--- config.mk ---
export PLATFORM = sky130hd
export DESIGN_NAME = multicycle_ctrl
export DESIGN_NICKNAME = d
export VERILOG_FILES = /design/src/rtl/multicycle_ctrl.sv
export SDC_FILE = /design/constraint.sdc
export NUM_CORES = 1
export LEC_CHECK = 0
export CAP_MARGIN = 20
export CORE_MARGIN = 5
export CORE_UTILIZATION = 41
export CTS_CLUSTER_DIAMETER = 50
export DETAILED_ROUTE_END_ITERATION = 8
export PLACE_DENSITY = 0.8
export SETUP_SLACK_MARGIN = 0.5
export SLEW_MARGIN = 10
export SYNTH_ARGS = -nofsm -noshare
export SYNTH_HDL_FRONTEND = slang
export SYNTH_SLANG_ARGS = --single-unit
export TNS_END_PERCENT = 20
--- constraint.sdc ---
create_clock -name clk_i -period 1.88 [get_ports clk_i]
set_input_delay 0.282 -clock clk_i [delete_from_list [all_inputs] [get_ports clk_i]]
set_output_delay 0.282 -clock clk_i [all_outputs]
set_load 0.005 [all_outputs]
--- src/rtl/multicycle_ctrl.sv ---
// Main control FSM for the multi-cycle MIPS-subset core: sequences the shared memory, ALU and holding registers.
// Optional performance counters (cycle_cnt_o, instr_cnt_o) are enabled with `define MULTICYCLE_CTRL_PERF_EN.
module multicycle_ctrl #(
    parameter int ST_W     = 4,
    parameter int ALU_OP_W = 4
) (
    input  logic                clk_i,
    input  logic                rst_i,
    input  logic [5:0]          instr_op_i,
    input  logic                mem_ready_i,
    output logic                pc_write_o,
    output logic                pc_write_cond_o,
    output logic                branch_type_o,
    output logic [1:0]          pc_source_o,
    output logic                iord_o,
    output logic                mem_read_o,
    output logic                mem_write_o,
    output logic                ir_write_o,
    output logic                reg_write_o,
    output logic                reg_dst_o,
    output logic [1:0]          mem_to_reg_o,
    output logic                alu_src_a_o,
    output logic [1:0]          alu_src_b_o,
    output logic [ALU_OP_W-1:0] alu_op_o,
    output logic                illegal_o,
`ifdef MULTICYCLE_CTRL_PERF_EN
    output logic [31:0]         cycle_cnt_o,
    output logic [31:0]         instr_cnt_o,
`endif
    output logic [ST_W-1:0]     state_o
);

    typedef enum logic [ST_W-1:0] {
        FETCH    = ST_W'(0),
        DECODE   = ST_W'(1),
        EXEC_R   = ST_W'(2),
        WB_ALU   = ST_W'(3),
        EXEC_I   = ST_W'(4),
        MEM_ADDR = ST_W'(5),
        MEM_RD   = ST_W'(6),
        MEM_WB   = ST_W'(7),
        MEM_WR   = ST_W'(8),
        BRANCH   = ST_W'(9),
        JUMP     = ST_W'(10),
        LI_WB    = ST_W'(11)
    } state_e;

    localparam logic [5:0] OP_RTYPE = 6'b000000;
    localparam logic [5:0] OP_ADDI  = 6'b001000;
    localparam logic [5:0] OP_LW    = 6'b100011;
    localparam logic [5:0] OP_SW    = 6'b101011;
    localparam logic [5:0] OP_BEQ   = 6'b000100;
    localparam logic [5:0] OP_BNE   = 6'b000101;
    localparam logic [5:0] OP_J     = 6'b000010;
    localparam logic [5:0] OP_LI    = 6'b001111;

    state_e state_reg, state_next;
    logic   reg_dst_reg, reg_dst_next;

    always_ff @(posedge clk_i or posedge rst_i) begin
        if (rst_i) begin
            state_reg   <= FETCH;
            reg_dst_reg <= 1'b0;
        end else begin
            state_reg   <= state_next;
            reg_dst_reg <= reg_dst_next;
        end
    end

    always_comb begin
        state_next      = state_reg;
        reg_dst_next    = reg_dst_reg;
        pc_write_o      = 1'b0;
        pc_write_cond_o = 1'b0;
        branch_type_o   = 1'b0;
        pc_source_o     = 2'b00;
        iord_o          = 1'b0;
        mem_read_o      = 1'b0;
        mem_write_o     = 1'b0;
        ir_write_o      = 1'b0;
        reg_write_o     = 1'b0;
        reg_dst_o       = 1'b0;
        mem_to_reg_o    = 2'b00;
        alu_src_a_o     = 1'b0;
        alu_src_b_o     = 2'b00;
        alu_op_o        = '0;
        illegal_o       = 1'b0;
        // Outputs stay quiet for the whole reset pulse even though the state already reads FETCH.
        if (!rst_i) begin
            unique case (state_reg)
                FETCH: begin
                    mem_read_o = 1'b1;
                    if (mem_ready_i) begin
                        ir_write_o  = 1'b1;
                        pc_write_o  = 1'b1;
                        alu_src_b_o = 2'b01;
                        state_next  = DECODE;
                    end
                end
                DECODE: begin
                    alu_src_b_o = 2'b11;
                    unique case (instr_op_i)
                        OP_RTYPE:       state_next = EXEC_R;
                        OP_ADDI:        state_next = EXEC_I;
                        OP_LW, OP_SW:   state_next = MEM_ADDR;
                        OP_BEQ, OP_BNE: state_next = BRANCH;
                        OP_J:           state_next = JUMP;
                        OP_LI:          state_next = LI_WB;
                        default: begin
                            illegal_o  = 1'b1;
                            state_next = FETCH;
                        end
                    endcase
                end
                EXEC_R: begin
                    alu_src_a_o  = 1'b1;
                    alu_op_o     = ALU_OP_W'(2);
                    reg_dst_next = 1'b1;
                    state_next   = WB_ALU;
                end
                EXEC_I: begin
                    alu_src_a_o  = 1'b1;
                    alu_src_b_o  = 2'b10;
                    reg_dst_next = 1'b0;
                    state_next   = WB_ALU;
                end
                WB_ALU: begin
                    reg_write_o = 1'b1;
                    reg_dst_o   = reg_dst_reg;
                    state_next  = FETCH;
                end
                MEM_ADDR: begin
                    alu_src_a_o = 1'b1;
                    alu_src_b_o = 2'b10;
                    state_next  = (instr_op_i == OP_SW) ? MEM_WR : MEM_RD;
                end
                MEM_RD: begin
                    mem_read_o = 1'b1;
                    iord_o     = 1'b1;
                    if (mem_ready_i) state_next = MEM_WB;
                end
                MEM_WB: begin
                    reg_write_o  = 1'b1;
                    mem_to_reg_o = 2'b01;
                    state_next   = FETCH;
                end
                MEM_WR: begin
                    mem_write_o = 1'b1;
                    iord_o      = 1'b1;
                    if (mem_ready_i) state_next = FETCH;
                end
                BRANCH: begin
                    alu_src_a_o     = 1'b1;
                    alu_op_o        = ALU_OP_W'(1);
                    pc_write_cond_o = 1'b1;
                    pc_source_o     = 2'b01;
                    branch_type_o   = instr_op_i[0];
                    state_next      = FETCH;
                end
                JUMP: begin
                    pc_write_o  = 1'b1;
                    pc_source_o = 2'b10;
                    state_next  = FETCH;
                end
                LI_WB: begin
                    reg_write_o  = 1'b1;
                    mem_to_reg_o = 2'b10;
                    state_next   = FETCH;
                end
                default: state_next = FETCH;
            endcase
        end
    end

    assign state_o = state_reg;

`ifdef MULTICYCLE_CTRL_PERF_EN
    logic [31:0] cycle_cnt_reg, instr_cnt_reg;

    always_ff @(posedge clk_i or posedge rst_i) begin
        if (rst_i) begin
            cycle_cnt_reg <= '0;
            instr_cnt_reg <= '0;
        end else begin
            cycle_cnt_reg <= cycle_cnt_reg + 32'd1;
            if (state_reg != FETCH && state_next == FETCH)
                instr_cnt_reg <= instr_cnt_reg + 32'd1;
        end
    end

    assign cycle_cnt_o = cycle_cnt_reg;
    assign instr_cnt_o = instr_cnt_reg;
`endif

endmodule
== Word-level counts from Yosys, hierarchy flattened ==
Cells that the tools add are included.
Storage, ports and cells
  bits in registers: 5
  input port bits: 9
  word-level logic and storage cells: 78
Cells by class
  equality and inequality tests: 21
  multiplexer cells: 40
  bitwise logic cells: 1
  reduce and logical (&&, ||, !) cells: 14
Operators by type and width (number)
  $pmux W4 S6: 2
  $mux W1: 24
  $eq A4 B3 Y1 const B: 4
  $eq A4 B4 Y1 const B: 4
  $mux W4: 4
  $eq A6 B3 Y1 const B: 2
  $eq A6 B4 Y1 const B: 2
  $eq A6 B6 Y1 const B: 2
  $pmux W2 S2: 3
  $reduce_or A2 Y1: 6
  $eq A4 B2 Y1 const B: 2
  $mux W2: 4
  $reduce_or A8 Y1: 1
  $eq A6 B2 Y1 const B: 1
  $logic_not A6 Y1: 1
  $ne A2 B2 Y1 const B: 3
  $pmux W2 S3: 1
  $eq A4 B1 Y1 const B: 1
  $logic_not A4 Y1: 1
  $pmux W1 S2: 2
  $reduce_and A4 Y1: 1
  $reduce_or A4 Y1: 1
  $reduce_or A3 Y1: 1
  $reduce_and A2 Y1: 1
  other kinds (2): 2

== Longest topological paths before layout ==
Gate-level depths: netlist of run 1.
  word-level depth: 5
  mapped depth: 6

== Worst setup path after synthesis of run 1 ==
Ideal clock, no wire load.
  kind: reg-to-output
  start point: reg state_reg[1], in the netlist state_o[1]
  end point: out alu_src_a_o
  data arrival time: 1.281 ns
  required time: 1.598 ns
  setup slack: 0.317 ns
  stages on the path, launching flop included: 6
  cell sequence: dfrtp_1 buf_2 nand2b_2 mux2_1 o22a_1 nor2_1
On the way
  word-level cells in the longest chain between the ends: 4
Ends and longest elaborated chain
  start: declaration: RTL line 57  | state_e state_reg, state_next;
  start signal: assignment: RTL line 65  | state_reg <= state_next;
  $eq A4 B3 Y1, or another cell as far along: RTL line 90  | unique case (state_reg)
  $reduce_or A4 Y1 (no source line) *
  $mux W1 *: RTL line 90
  $mux W1 *: RTL line 89  | if (!rst_i) begin
  end: declaration: RTL line 22  | output logic alu_src_a_o,
Mark *: on every way between the ends. The rest lies on a longest branch, timed or not.

== Worst setup path after layout of run 1 ==
  start point: reg state_reg[0], in the netlist state_o[0]
  end point: out alu_src_a_o
The elaborated chain is that of the path after synthesis.

==> results of run 1 <==
==> power by group <==
| group | switching [mW] | internal [mW] | leakage (nW) |
|---|---|---|---|
| sequential | 0.0658 | 0.134 | 0.0582 |
| clock | 0.0531 | 0.0775 | 0.0177 |
| combinational | 0.549 | 0.672 | 0.669 |
==> final timing paths <==
kind	from	to	slack (ns)	cells after the start
hold / removal	rst_i	reg_dst_reg$_DFFE_PP0P_	0.49	4
hold reg to reg	reg_dst_reg$_DFFE_PP0P_	reg_dst_reg$_DFFE_PP0P_	0.64	2
setup / recovery	state_o[0]$_DFFE_PP0P_	alu_src_a_o	-0.003	7
setup reg to reg	state_o[0]$_DFFE_PP0P_	state_o[3]$_DFFE_PP0P_	0.29	8
max in group asynchronous	rst_i	state_o[1]$_DFFE_PP0P_	1.19	4
min in group clk_i	reg_dst_reg$_DFFE_PP0P_	reg_dst_reg$_DFFE_PP0P_	0.64	2
==> layout make-up <==
class / instances / share of cell area [%]
clock inverter: 1 / 0.312
tap: 25 / 1.95
multi-input combinational: 88 / 46.8
timing repair buffer: 77 / 41.3
inverter: 1 / 0.234
sequential: 5 / 8.02
clock buffer: 3 / 1.40
==> cell usage in the layout (no fill, tap or decap), types with 3 or more instances in the layout <==
| cell | Yosys | final |
|---|---|---|
| buf_4 | 6 | 26 |
| buf_6 | 2 | 23 |
| buf_2 | 4 | 12 |
| nor2_1 | 13 | 8 |
| o21ai_0 | 8 | 5 |
| a21oi_1 | 8 | 5 |
| dlygate4sd2_1 | 0 | 5 |
| clkbuf_2 | 0 | 5 |
| o21ai_1 | 2 | 4 |
| nor3_2 | 0 | 4 |
| nand2_1 | 4 | 3 |
| nand2b_4 | 0 | 3 |
| a21oi_2 | 0 | 3 |
| nor3_1 | 10 | 3 |
| nor3_4 | 0 | 3 |
| nor2_4 | 0 | 3 |
| nand2b_1 | 5 | 3 |
| clkbuf_4 | 0 | 3 |
| buf_8 | 0 | 3 |
| dfrtp_2 | 0 | 3 |
==> cells in the mapped netlist (2+ instances only) <==
master    count  share of area [%]
a211oi_1      2                2.0
a21oi_1       8                5.5
a31oi_1       2                1.7
and3_1        2                1.7
buf_2         4                2.7
buf_4         6                6.1
buf_6         2                3.1
clkbuf_1      2                1.0
dfrtp_1       5                 17
nand2_1       4                2.0
nand2b_1      5                4.3
nand4_1       2                1.7
nor2_1       13                6.6
nor2b_1       3                2.6
nor3_1       10                6.8
nor4_1        3                2.6
o21ai_0       8                5.5
o21ai_1       2                1.4
==> through the flow <==
stage | setup TNS (ns) | area (sq um)
after CTS | 0 | 1400
after global placement | -2.09 | 1220
after floorplan | 0 | 772
final | -0.00314 | 1610
after detailed placement | -2.52 | 1220
after global routing | -0.0570 | 1610
==> per-layer routing <==
layer	vias up	routed length [microns]
met1	580	1510
met3	22	207
met5	-	0
li1	526	-
met4	0	210
met2	56	2050
==> worst register-to-register path, cell delays in order, from the launching register on <==
cell	delay (ns)
dfrtp_2	0.47
buf_6	0.15
nand2b_4	0.07
buf_4	0.16
nor2_4	0.04
buf_4	0.13
a31oi_2	0.18
a21oi_1	0.06
a41o_1	0.22
==> cells by family (layout without fill, tap and decap cells) <==
group           Yosys count  in the layout  synth area share (%)
mux                       1              1                  1.53
other cells               1              2                 0.511
compound gates           30             30                  24.7
simple gates             55             55                  42.8
buf+inv                  15             82                  13.5
flops                     5              5                  17.0
==> what timing repair did <==
action / CTS / global route
gates resized for setup: 60 / 105
endpoints found under the setup margin: 28 / 28
hold buffers: 0 / 0
cloned: 0 / 0
setup buffers: 13 / 5
pin swaps: 8 / 22
==> results.cfg, run 1 <==
[cells_and_area]
finalNonFillerCells = 200
multiInputGateArea_sq_um = 752
drive_above_1_share_pct = 64.6
largest_reg_flops = 4
syn2layout_area_growth_pct = 119
utilization_pct = 94.1
ff_latch_area_sq_um = 129
nets = 185
diodes = 0
fill_cells = 52

[floorplanning]
io_pins = 34
die_h_microns = 52.3
core_sq_mm = 0.00171
initial_core_util_pct = 43.0
num_rows = 15
die_area_sq_mm = 0.00274
die_w_microns = 52.3

[power]
p_per_area_mw_per_mm2 = 966
p_leak_nw = 0.745
power_mw = 1.55
peakVddDrop_v = 0.000954

[drt]
wirelength_microns = 3980
drt_iter0_drc = 33
antenna_left = 0
route.detailed.drc = 0
num_vias = 1184
first_pass_iters = 5
drt-vias-per-instance = 5.92
wl_per_cell_microns = 19.9

[worst_setup_path]
critPathMaxStageDelay_ns = 0.45
worstPathMaxFanout = 5
critPathTopFamily = flip-flops
critPathLaunchType = flip-flop
crit_path_end_kind = primary output
worst_path_max_delay_cell = dfrtp_2
required_ns = 1.60
critical_path_arrival_ns = 1.60
path_class = reg -> out
cp_cell_sequence = buf_6 -> nand2b_4 -> buf_6 -> mux2_4 -> o22a_1 -> nor2_1 -> buf_2
crit_top_cell = buf_6
path_buf_inv = 3

[timing]
worst_slack_ns = -0.00314
setup_violations = 1
skew_ns = 0.00862
rsz0062_at_grt = true
hold_ws_ns = 0.492
drv_slew = 0
timing.final.hold_violations = 0
fmax_mhz = 531
period_needed_ns = 1.88
finalCritPeriodShare_pct = 100

[cts]
cts_buffer_depth = 2
cts_num_sinks = 5
cts_root_buffer = clkbuf_4
ctsHtreeMaxLevel = 1
clk_latency_ns = 0.25
cts_tree = built
cts_made_buffers = 3
cts.clk_slew.worst_paths_ns = 0.06

[place]
pre_cts_slack_ns = -0.436
dp_hpwl_microns = 2020
gp_congestion = 0.834
port_buffers = 31
post-place-cells = 178

[yosys]
synth_cell_types = 42
syn-cell-area_sq_um = 734
syn_area_per_cell_sq_um = 6.86
synthCells = 107
postSynth.asyncResetShare_pct = 100
synth_edf_count = 0
synth_flop_cell = dfrtp_1
yosysWarnings = 0
ys_ff_latch = 5
synth-seq-area-share_pct = 17.0

[global_route]
grt_pass1_wl_microns = 5100
antenna_found_initial = 0
use_met2_pct = 45.9
grt.busiest_layer = met2
grt_max_degree = 13
grt_overflow = 0
met3_usage_pct = 3.70
met1_usage_pct = 26.2
grt_pass1_vias = 1138
grt_usage_pct = 24.9

[outcome]
failed_checks = negative setup slack
status = finished with violations

[min_path]
min_path_type = in -> async

[flow_run]
max_cap_viol_count = 0
No activity file was read; power rests on OpenSTA's default activity.
==> run 2: changes to the inputs <==
CAP_MARGIN = not set   (was 20)
clock period = 2.15 ns   (was 1.88 ns; I/O delays follow)
==> results.cfg, run 2 (synthesis results as in run 1) <==
[outcome]
status = complete, no violations

[timing]
skew_ns = 0.00615
setup_tns_ns = 0
setup_violations = 0
period_needed_ns = 1.84
fmax_mhz = 544
finalCritPeriodShare_pct = 85.5
drv_slew = 0
timing.final.hold_violations = 0
hold_ws_ns = 0.590
rsz0062_at_grt = true

[power]
peakVddDrop_v = 0.000735
power_mw = 1.27
p_per_area_mw_per_mm2 = 843
p_leak_nw = 0.710

[floorplanning]
die_h_microns = 52.3
io_pins = 34
num_rows = 15
die_w_microns = 52.3
core_sq_mm = 0.00171
initial_core_util_pct = 43.0
die_area_sq_mm = 0.00274

[worst_setup_path]
critical_path.startpoint = state_o[0]$_DFFE_PP0P_
path_class = reg -> out
reg2reg_to = state_o[0]$_DFFE_PP0P_
path_depth = 6
rr_worst_depth = 6
worstPathMaxFanout = 3
required_ns = 1.83
critPathMaxStageDelay_ns = 0.41
r2r-start = state_o[3]$_DFFE_PP0P_
critPathTopFamily = buffers and inverters
crit_path_end_kind = primary output
critical_path_arrival_ns = 1.52
r2r_slack_ns = 0.44
critPathLaunchType = flip-flop
path_buf_inv = 3
endpoint = illegal_o
worst_path_max_delay_cell = dfrtp_2
cp_cell_sequence = buf_12 -> nand2b_4 -> buf_4 -> nor2_2 -> and4b_1 -> clkdlybuf4s15_2

[cts]
cts_buffer_depth = 2
clk_latency_ns = 0.25
ctsHtreeMaxLevel = 1
cts_made_buffers = 3
cts.clk_slew.worst_paths_ns = 0.05
cts_num_sinks = 5
cts_tree = built
cts_root_buffer = clkbuf_4

[cells_and_area]
layout_commonest_cell = buf_4
largest_reg_flops = 4
ff_latch_area_sq_um = 129
diodes = 0
stdcell_area_sq_mm = 0.00150
fill_cells = 79
syn2layout_area_growth_pct = 104
mostFrequentLayoutCells = 40 x buf_4, 12 x dlygate4sd2_1, 10 x buf_2
nets = 185
drive_above_1_share_pct = 53.1
multiInputGateArea_sq_um = 678

[drt]
wl_per_cell_microns = 17.8
route.detailed.drc = 0
drt_iter0_drc = 44
drt-vias-per-instance = 5.85
first_pass_iters = 4
wirelength_microns = 3560
num_vias = 1170
antenna_left = 0

[global_route]
antenna_found_initial = 0
grt_pass1_vias = 1070
grt_max_degree = 17
grt_usage_pct = 24.3
grt_pass1_wl_microns = 4960
grt_overflow = 0

[min_path]
min_path_type = reg -> reg

[place]
dp_hpwl_microns = 1850
port_buffers = 31
placed_cell_area_sq_mm = 0.00113
gp_congestion = 0.856

[flow_run]
max_cap_viol_count = 0
==> run 2: where the power goes <==
group | leakage (nW) | internal [mW] | total (mW) | switching [mW]
logic | 0.637 | 0.550 | 1.01 | 0.457
registers | 0.0582 | 0.118 | 0.148 | 0.0301
clock network | 0.0150 | 0.0703 | 0.110 | 0.0401
==> run 2: layer usage <==
metal / routed length, microns / vias up / global-route usage [%] / part of all wire, %
li1: - / 525 / - / -
met1: 1310 / 555 / 25.8 / 37
met2: 1860 / 74 / 46.1 / 52
met3: 254 / 16 / 2.56 / 7.1
met4: 139 / 0 / 12.8 / 3.9
met5: 0 / - / 0 / 0
==> run 2: repair_timing <==
item	4_1_cts	5_1_grt
hold buffers	0	0
setup buffers	21	5
endpoints found under the hold margin	0	0
pin swaps	9	3
resized for setup	100	11
endpoints found under the setup margin	25	25
==> run 2: through the flow <==
step,setup slack (ns),std cells,utilization [%]
floorplan,0.547,108,-
global placement,-0.139,170,66.4
detailed placement,-0.180,170,66.4
CTS,0.387,195,84.0
global route,0.245,200,87.9
finish,0.311,200,87.9
==> run 2: area by class of cell <==
type / instances / area share, %
sequential: 5 / 8.58
inverter: 1 / 0.250
timing repair buffer: 77 / 42.2
multi-input combinational: 88 / 45.2
clock buffer: 4 / 1.75
tap: 25 / 2.08
==> run 2: worst register-to-register path: stages, from the launching register on <==
cell,delay (ns)
dfrtp_2,0.43
buf_6,0.15
buf_8,0.13
buf_4,0.15
nor4_1,0.38
a21boi_0,0.16
o21ai_1,0.21
==> run 2: how the worst min path moves through the flow <==
stage | cells after the start | from | slack [ns] | to
global route | 4 | rst_i | 0.62 | state_o[2]$_DFFE_PP0P_
CTS | 4 | rst_i | 0.54 | state_o[2]$_DFFE_PP0P_
detailed placement | 2 | reg_dst_reg$_DFFE_PP0P_ | 0.57 | reg_dst_reg$_DFFE_PP0P_
finish | 2 | reg_dst_reg$_DFFE_PP0P_ | 0.59 | reg_dst_reg$_DFFE_PP0P_
global placement | 2 | reg_dst_reg$_DFFE_PP0P_ | 0.54 | reg_dst_reg$_DFFE_PP0P_
floorplan | 3 | rst_i | 0.44 | reg_dst_reg$_DFFE_PP0P_
==> run 3: changes to the inputs <==
CAP_MARGIN = 20   (was not set)
REMOVE_ABC_BUFFERS = 1   (was not set)
clock period = 2.1 ns   (was 2.15 ns; I/O delays follow)
==> results.cfg, run 3 (synthesis results as in run 1) <==
[drt]
drt_iter0_drc = 47
route.detailed.drc = 0
antenna_left = 0
wirelength_microns = 3510
drt-vias-per-instance = 5.81
num_vias = 1150
first_pass_iters = 4
wl_per_cell_microns = 17.7

[floorplanning]
die_w_microns = 52.3
die_h_microns = 52.3
initial_core_util_pct = 43.0
num_rows = 15
io_pins = 34
core_sq_mm = 0.00171
die_area_sq_mm = 0.00274

[timing]
rsz0062_at_grt = true
worst_slack_ns = 0.233
setup_violations = 0
period_needed_ns = 1.87
skew_ns = 0.00256
finalCritPeriodShare_pct = 88.9
timing.final.hold_violations = 0
fmax_mhz = 536
drv_slew = 0

[cells_and_area]
largest_reg_flops = 4
stdcell_area_sq_mm = 0.00147
layout_commonest_cell = buf_4
mostFrequentLayoutCells = 35 x buf_4, 15 x dlygate4sd2_1, 10 x buf_6
nets = 183
diodes = 0
drive_above_1_share_pct = 48.0
syn2layout_area_growth_pct = 99.5

[worst_setup_path]
r2r-start = state_o[1]$_DFFE_PP0P_
critical_path_arrival_ns = 1.55
required_ns = 1.78
critical_path.startpoint = state_o[1]$_DFFE_PP0P_
worstPathMaxFanout = 5
critPathLaunchType = flip-flop
path_class = reg -> out
crit_path_end_kind = primary output

[cts]
cts_num_sinks = 5
cts.clk_slew.worst_paths_ns = 0.04
clk_latency_ns = 0.24
cts_root_buffer = clkbuf_4
cts_buffer_depth = 2
cts_tree = built
cts_made_buffers = 3
ctsHtreeMaxLevel = 1

[place]
port_buffers = 31
gp_congestion = 0.901
pre_cts_slack_ns = -0.290
placed_cell_area_sq_mm = 0.00116
dp_hpwl_microns = 2040

[power]
peakVddDrop_v = 0.000666
p_per_area_mw_per_mm2 = 779
p_leak_nw = 0.688

[global_route]
antenna_found_initial = 0
grt_overflow = 0
grt_pass1_wl_microns = 4960
grt_usage_pct = 24.3
grt_max_degree = 16
grt_pass1_vias = 1131

[min_path]
min_path_type = in -> reg
hold_start = instr_op_i[5]

[flow_run]
max_cap_viol_count = 0

[outcome]
status = complete, no violations
==> run 3: where the power goes <==
group | total (mW) | leakage (nW) | internal (mW) | switching, mW
clock | 0.113 | 0.0150 | 0.0719 | 0.0409
combinational | 0.882 | 0.615 | 0.463 | 0.418
sequential | 0.147 | 0.0577 | 0.119 | 0.0278
total | 1.14 | 0.688 | 0.654 | 0.487
==> run 3: worst paths after layout <==
check / cells past startpoint / endpoint / slack, ns
min: 4 / state_o[1]$_DFFE_PP0P_ / 0.55
max: 4 / alu_src_b_o[1] / 0.23
min in group asynchronous: 4 / state_o[0]$_DFFE_PP0P_ / 0.59
min reg2reg: 2 / reg_dst_reg$_DFFE_PP0P_ / 0.58
max in group asynchronous: 4 / state_o[1]$_DFFE_PP0P_ / 1.32
max reg2reg: 5 / state_o[1]$_DFFE_PP0P_ / 0.55
==> run 3: final cells by class <==
cell class,count,area [sq um]
multi-input cells,88,641
repair buffers,75,634
fillers,102,243
flip-flops and latches,5,129
well taps,25,31.3
clock buffers,4,26.3
inverters,1,3.75
==> run 3: per-layer routing <==
metal / vias to the layer above / GRT usage, % / routed length [microns]
li1: 520 / - / -
met1: 541 / 25.4 / 1250
met2: 74 / 43.2 / 1870
met3: 15 / 6.55 / 245
met4: 0 / 13.2 / 146
met5: - / 0 / 0
==> run 3: stage by stage <==
stage	setup TNS (ns)	utilization (%)	power (mW)	std cells	hold slack [ns]
floorplan	0	-	0.394	94	0.0935
global placement	-0.962	68.2	0.702	174	0.532
detailed placement	-1.01	68.2	0.713	174	0.547
CTS	0	80.8	0.998	193	0.508
global route	0	85.8	1.22	198	0.573
finish	0	85.8	1.14	198	0.551
==> run 3: repair_timing <==
action | CTS | global route
gates resized for setup | 69 | 27
gates cloned | 0 | 0
hold buffers | 0 | 0
setup endpoints to repair | 27 | 26
pin swaps | 8 | 5
buffers inserted | 15 | 5
==> run 3: critical path, stage by stage (launching register included) <==
cell and delay (ns):
dfrtp_2 0.45, buf_8 0.15, buf_4 0.13, nor4_1 0.29, dlygate4sd2_1 0.29
